### src/rtl/fetch_if.sv
// Instruction-memory request/response bundle between the fetch stage (master)
// and instruction memory (slave).
interface fetch_if;
  // Handshake: the master holds imem_req=1 with a constant imem_addr until the
  // slave answers with imem_valid=1 (same cycle or later); imem_rdata is only
  // meaningful while imem_valid=1, and the transfer completes on that clock edge.
  logic        imem_req;
  logic [31:0] imem_addr;
  logic        imem_valid;
  logic [31:0] imem_rdata;

  modport master (output imem_req, imem_addr, input imem_valid, imem_rdata);
  modport slave  (input imem_req, imem_addr, output imem_valid, imem_rdata);
endinterface

### src/rtl/fetch.sv
// Instruction-fetch stage: owns the PC and the IF/ID register, keeps one
// instruction-memory request outstanding and inserts NOP bubbles on stalls/redirects.
module fetch #(
  parameter logic [31:0] RESET_PC = 32'h0000_0000,
  parameter logic [31:0] NOP      = 32'h0000_0013
) (
  input  logic        clock,
  input  logic        reset,
  input  logic        pc_enable,
  input  logic        if_id_enable,
  input  logic        mux_sel_IF,
  input  logic [31:0] pc_branch_value,
  input  logic        IF_flush,
  fetch_if.master     imem,
  output logic [31:0] instruction,
  output logic [31:0] pc,
  output logic [1:0]  dbg_state
);

  typedef enum logic [1:0] {
    S_REQ  = 2'd0,
    S_HOLD = 2'd1,
    S_DROP = 2'd2
  } state_t;

  state_t      state;
  logic [31:0] pc_q;
  logic [31:0] req_addr;
  logic [31:0] buf_q;

  logic        redirect;
  logic        advance;
  logic [31:0] pc_inc;
  logic [31:0] target;

  assign pc_inc   = pc_q + 32'd4;
  assign redirect = pc_enable & (mux_sel_IF | IF_flush);
  assign advance  = pc_enable & if_id_enable & ~redirect;
  assign target   = mux_sel_IF ? (pc_branch_value & ~32'h3) : pc_inc;

  // DROP keeps the stale address on the bus until its response is swallowed.
  assign imem.imem_req  = (state != S_HOLD);
  assign imem.imem_addr = req_addr;
  assign dbg_state      = state;

  always_ff @(posedge clock or negedge reset) begin
    if (!reset) begin
      state       <= S_REQ;
      pc_q        <= RESET_PC;
      req_addr    <= RESET_PC;
      buf_q       <= '0;
      instruction <= NOP;
      pc          <= '0;
    end else begin
      case (state)
        S_REQ: begin
          if (imem.imem_valid) begin
            if (redirect) begin
              pc_q        <= target;
              req_addr    <= target;
              instruction <= NOP;
              pc          <= '0;
            end else if (advance) begin
              instruction <= imem.imem_rdata;
              pc          <= pc_q;
              pc_q        <= pc_inc;
              req_addr    <= pc_inc;
            end else begin
              buf_q <= imem.imem_rdata;
              state <= S_HOLD;
            end
          end else if (redirect) begin
            pc_q        <= target;
            instruction <= NOP;
            pc          <= '0;
            state       <= S_DROP;
          end else if (if_id_enable) begin
            instruction <= NOP;
            pc          <= '0;
          end
        end

        S_HOLD: begin
          if (redirect) begin
            pc_q        <= target;
            req_addr    <= target;
            instruction <= NOP;
            pc          <= '0;
            state       <= S_REQ;
          end else if (advance) begin
            instruction <= buf_q;
            pc          <= pc_q;
            pc_q        <= pc_inc;
            req_addr    <= pc_inc;
            state       <= S_REQ;
          end
        end

        S_DROP: begin
          if (redirect) pc_q <= target;
          // Re-issue at the newest PC, including one redirected in this same cycle.
          if (imem.imem_valid) begin
            req_addr <= redirect ? target : pc_q;
            state    <= S_REQ;
          end
          if (if_id_enable || redirect) begin
            instruction <= NOP;
            pc          <= '0;
          end
        end

        default: state <= S_REQ;
      endcase
    end
  end

endmodule

### src/flat_wrapper.sv
// flat-port wrapper written by rule: the top's interface ports become plain ports
module fetch_flat 
#(
  parameter logic [31:0] RESET_PC = 32'h0000_0000,
  parameter logic [31:0] NOP      = 32'h0000_0013
)
  (clock, reset, pc_enable, if_id_enable, mux_sel_IF, pc_branch_value, IF_flush, instruction, pc, dbg_state, imem_imem_req, imem_imem_addr, imem_imem_valid, imem_imem_rdata);
  fetch_if imem_i ();
  input  logic clock;
  input  logic reset;
  input  logic pc_enable;
  input  logic if_id_enable;
  input  logic mux_sel_IF;
  input  logic [31:0] pc_branch_value;
  input  logic IF_flush;
  output logic [31:0] instruction;
  output logic [31:0] pc;
  output logic [1:0] dbg_state;
  output wire logic [$bits(imem_i.imem_req)-1:0] imem_imem_req;
  output wire logic [$bits(imem_i.imem_addr)-1:0] imem_imem_addr;
  input wire logic [$bits(imem_i.imem_valid)-1:0] imem_imem_valid;
  input wire logic [$bits(imem_i.imem_rdata)-1:0] imem_imem_rdata;
  assign imem_imem_req = imem_i.imem_req;
  assign imem_imem_addr = imem_i.imem_addr;
  assign imem_i.imem_valid = imem_imem_valid;
  assign imem_i.imem_rdata = imem_imem_rdata;
  fetch #(.RESET_PC(RESET_PC), .NOP(NOP)) u_core (.clock(clock), .reset(reset), .pc_enable(pc_enable), .if_id_enable(if_id_enable), .mux_sel_IF(mux_sel_IF), .pc_branch_value(pc_branch_value), .IF_flush(IF_flush), .imem(imem_i), .instruction(instruction), .pc(pc), .dbg_state(dbg_state));
endmodule
### config.mk
export PLATFORM = sky130hd
export DESIGN_NAME = fetch_flat
export DESIGN_NICKNAME = d
export VERILOG_FILES = /design/src/rtl/fetch_if.sv /design/src/rtl/fetch.sv /design/src/flat_wrapper.sv
export SDC_FILE = /design/constraint.sdc
export NUM_CORES = 1
export LEC_CHECK = 0
export CORE_UTILIZATION = 29
export CTS_CLUSTER_DIAMETER = 100
export CTS_CLUSTER_SIZE = 28
export DETAILED_ROUTE_END_ITERATION = 8
export PLACE_DENSITY = 0.46
export SLEW_MARGIN = 20
export SYNTH_ARGS = -nofsm -noshare
export SYNTH_HDL_FRONTEND = slang
export SYNTH_SLANG_ARGS = --single-unit
export TNS_END_PERCENT = 20
### constraint.sdc
create_clock -name clock -period 5.1 [get_ports clock]
set_clock_uncertainty 0.05 [all_clocks]
set_input_delay 1.275 -clock clock [delete_from_list [all_inputs] [get_ports clock]]
set_output_delay 1.275 -clock clock [all_outputs]
set_load 0.05 [all_outputs]
==> parameters.txt <==
Parameter                              Value

Floorplan
  Initial Util ... 0.296
  X dimension of the die ... 182 um
  Height of the die ... 182 um
  I/O pin count ... 170
  Area of the die ... 33,100 um2
  Area of the core region ... 31,700 um2
  Cell Rows ... 65

Yosys
  Synth top area cells ... sky130_fd_sc_hd__dfrtp_1, sky130_fd_sc_hd__nand2_1, sky130_fd_sc_hd__o21ai_0
  Count of flip-flops with a built-in enable after synthesis ... 0
  Post-Syn Area ... 9400 um2
  Cell with the most instances after synthesis ... sky130_fd_sc_hd__dfrtp_1
  Top cell type by total area after synthesis ... sky130_fd_sc_hd__dfrtp_1
  Register bit total from synthesis ... 162
  Count of unique library cells instantiated by Yosys ... 73
  Synth Instances ... 1,038
  Total of warnings raised by yosys ... 0
  Mean instance size in the synthesized netlist ... 9.05 um2
  Commonest cells in the synthesized netlist ... sky130_fd_sc_hd__dfrtp_1, sky130_fd_sc_hd__nand2_1, sky130_fd_sc_hd__o21ai_0
  Share of the synthesized area in the top cell type ... 0.423
  Part of the Yosys area used for sequential elements ... 0.432
  FFs w/ async S/R, synth ... 1.00
  Net count of the mapped netlist ... 1,114
  Commonest register cell after synthesis ... sky130_fd_sc_hd__dfrtp_1

Layout
  # nets final ... 1,230
  Post-Route Utilization ... 0.379
  Final instance area ... 12,000 um2
  Number of fill cells in the layout ... 3,231
  Area growth from synthesis to final layout ... 28.0%
  Fraction of layout cells with a size suffix above 1 ... 0.109

Global routing
  Tot GR Track Use ... 0.212
  Vias in the first global route ... 8,677
  Initial antenna violation count ... 2
  First-pass GRT wire length ... 53,400 um
  Total overflow reported by the global router ... 0
  Maximum number of pins on one net before global-route repair ... 99

Routing
  Via count ... 8,822
  Remaining antenna violation count after routing ... 0
  Drt total wl ... 34,500 um
  Routed length per placed instance ... 22.0 um
  Detailed-route vias per instance ... 5.63
  DR iter-0 viols ... 821
  Number of iterations in the first detailed-routing pass ... 5
  DRC violations left ... 0

Power and ir drop
  Static Leak ... 0.00471 uW
  Highest ir drop seen on vdd ... 0.000341 V
  Total power per unit cell area ... 586 nW/um2

Critical path
  Worst Path Max Fanout ... 21
  Startpoint type of the worst setup path ... primary input
  Crit. End Element ... flop
  Critical path class ... primary input to flop
  Arr. time, crit path ... 4000 ps
  Required time worst endpoint ... 5420 ps

Clocking
  Quantity of gates resized following cts ... 0
  Hold buffers post-CTS ... 0
  Clock sink total ... 162
  Cts bufs inserted ... 17
  Clock tree from TritonCTS ... yes
  Clock Tree Buf Depth ... 2
  CTS H-tree depth ... 4
  Clock latency on the worst-skew pair ... 440 ps
  CTS clk-pin slew, worst paths ... 60 ps
  Setup fix buffers added after clock tree synthesis ... 0
  Clock Root Buffer ... sky130_fd_sc_hd__clkbuf_16

Timing
  Final setup violation count ... 0
  Total negative slack ... 0 ps
  Slew @ Worst Pin ... 1030 ps
  Final hold violations ... 0
  Share of the clock period used by the worst path ... 0.721
  Slew headroom ... 0.303
  Final period demand of the worst path ... 3680 ps
  Worst Slack Setup Final ... 1420 ps
  Count of pins over their slew limit ... 0
  RSZ-0062 raised after global routing ... false
  Top achievable clock speed ... 0.272 GHz

Placement
  Detail Placement HPWL ... 23,500 um
  Area of placed instances ... 11,500 um2
  Placement Setup Slack ... 1010 ps
  Final weighted congestion in routability-driven placement ... 0.884
  Input/output buffers ... 167

Flow run
  Max-cap viol count ... 0

Status
  Result of the run ... completed

Worst hold path
  Worst Hold Class ... flop to flop
## report_power, final
group          internal (uW)  switching [uW]  total (uW)
combinational           1240            2240        3480
sequential              1750             504        2250
clock                    727             589        1320
## per-stage QoR
step / power (uW) / hold slack, ps / std cells
after CTS: 7090 / 426 / 1567
after global routing: 7470 / 445 / 1567
after floorplan: 4460 / 430 / 1038
after detailed placement: 5750 / 410 / 1537
final: 7050 / 426 / 1568
after global placement: 5730 / 409 / 1537
## cell usage in the layout, fill, tap and decap left out, drive strengths merged, types with 12 or more instances in the layout
master / n
a21oi: 50
o21ai: 90
o221ai: 12
a22o: 39
inv: 13
xnor2: 17
dfrtp: 159
nor3: 30
nor2: 67
clkbuf: 17
mux2: 34
o22ai: 17
nand3: 30
a22oi: 38
nor4: 13
buf: 40
nand2: 116
o31ai: 39
clkdlybuf4s50: 165
## state kept, by name, indices dropped and copies added (netlist names)
name                   cells
u_core.buf_q              32
u_core.instruction        32
u_core.pc                 32
u_core.dbg_state           2
u_core.imem.imem_addr     32
u_core.pc_q               32
## metal layers
layer / GRT usage / vias up / share of wire
met5: 0 / - / 0.00038
met4: 0.0743 / 2 / 0.026
met3: 0.0620 / 60 / 0.085
met2: 0.319 / 353 / 0.44
met1: 0.289 / 4305 / 0.44
li1: - / 4102 / -
## cells by family after synthesis
| kind of cell | after synthesis | share of synthesized area |
|---|---|---|
| compound gates | 359 | 0.261 |
| buf+inv | 116 | 0.0514 |
| fa+ha+maj | 5 | 0.00666 |
| flops | 162 | 0.432 |
| xor+xnor | 25 | 0.0233 |
| simple gates | 326 | 0.174 |
| mux | 45 | 0.0525 |
## path summary, 6_finish.rpt
kind	endpoint	startpoint	cells past startpoint	slack, ps
max in group asynchronous	u_core.pc_q[16]	reset	2	3160
max reg2reg	u_core.pc_q[25]	u_core.pc_q[6]	6	1860
min in group asynchronous	u_core.pc[25]	reset	1	910
min reg2reg	u_core.imem.imem_addr[25]	u_core.imem.imem_addr[25]	2	430
max	u_core.pc[29]	pc_enable	8	1420
min	u_core.imem.imem_addr[25]	u_core.imem.imem_addr[25]	2	430
## critical path, stage by stage
cell                              delay (ps)
sky130_fd_sc_hd__clkdlybuf4s50_1         600
sky130_fd_sc_hd__buf_4                   300
sky130_fd_sc_hd__nor4bb_1                310
sky130_fd_sc_hd__buf_4                   270
sky130_fd_sc_hd__nand2_1                 120
sky130_fd_sc_hd__nor2b_2                 490
sky130_fd_sc_hd__buf_4                   430
sky130_fd_sc_hd__a22o_1                  180
## layout make-up
| cell class | instances | area (um2) | area share |
|---|---|---|---|
| antenna | 1 | 2.50 | 0.000208 |
| clock buffer | 17 | 425 | 0.0354 |
| clock inverter | 13 | 151 | 0.0126 |
| inverter | 8 | 30.0 | 0.00250 |
| multi-input combinational | 760 | 4900 | 0.407 |
| sequential | 162 | 4060 | 0.337 |
| tap | 402 | 503 | 0.0418 |
| timing repair buffer | 205 | 1970 | 0.163 |
(Power assumes the default switching activity.)
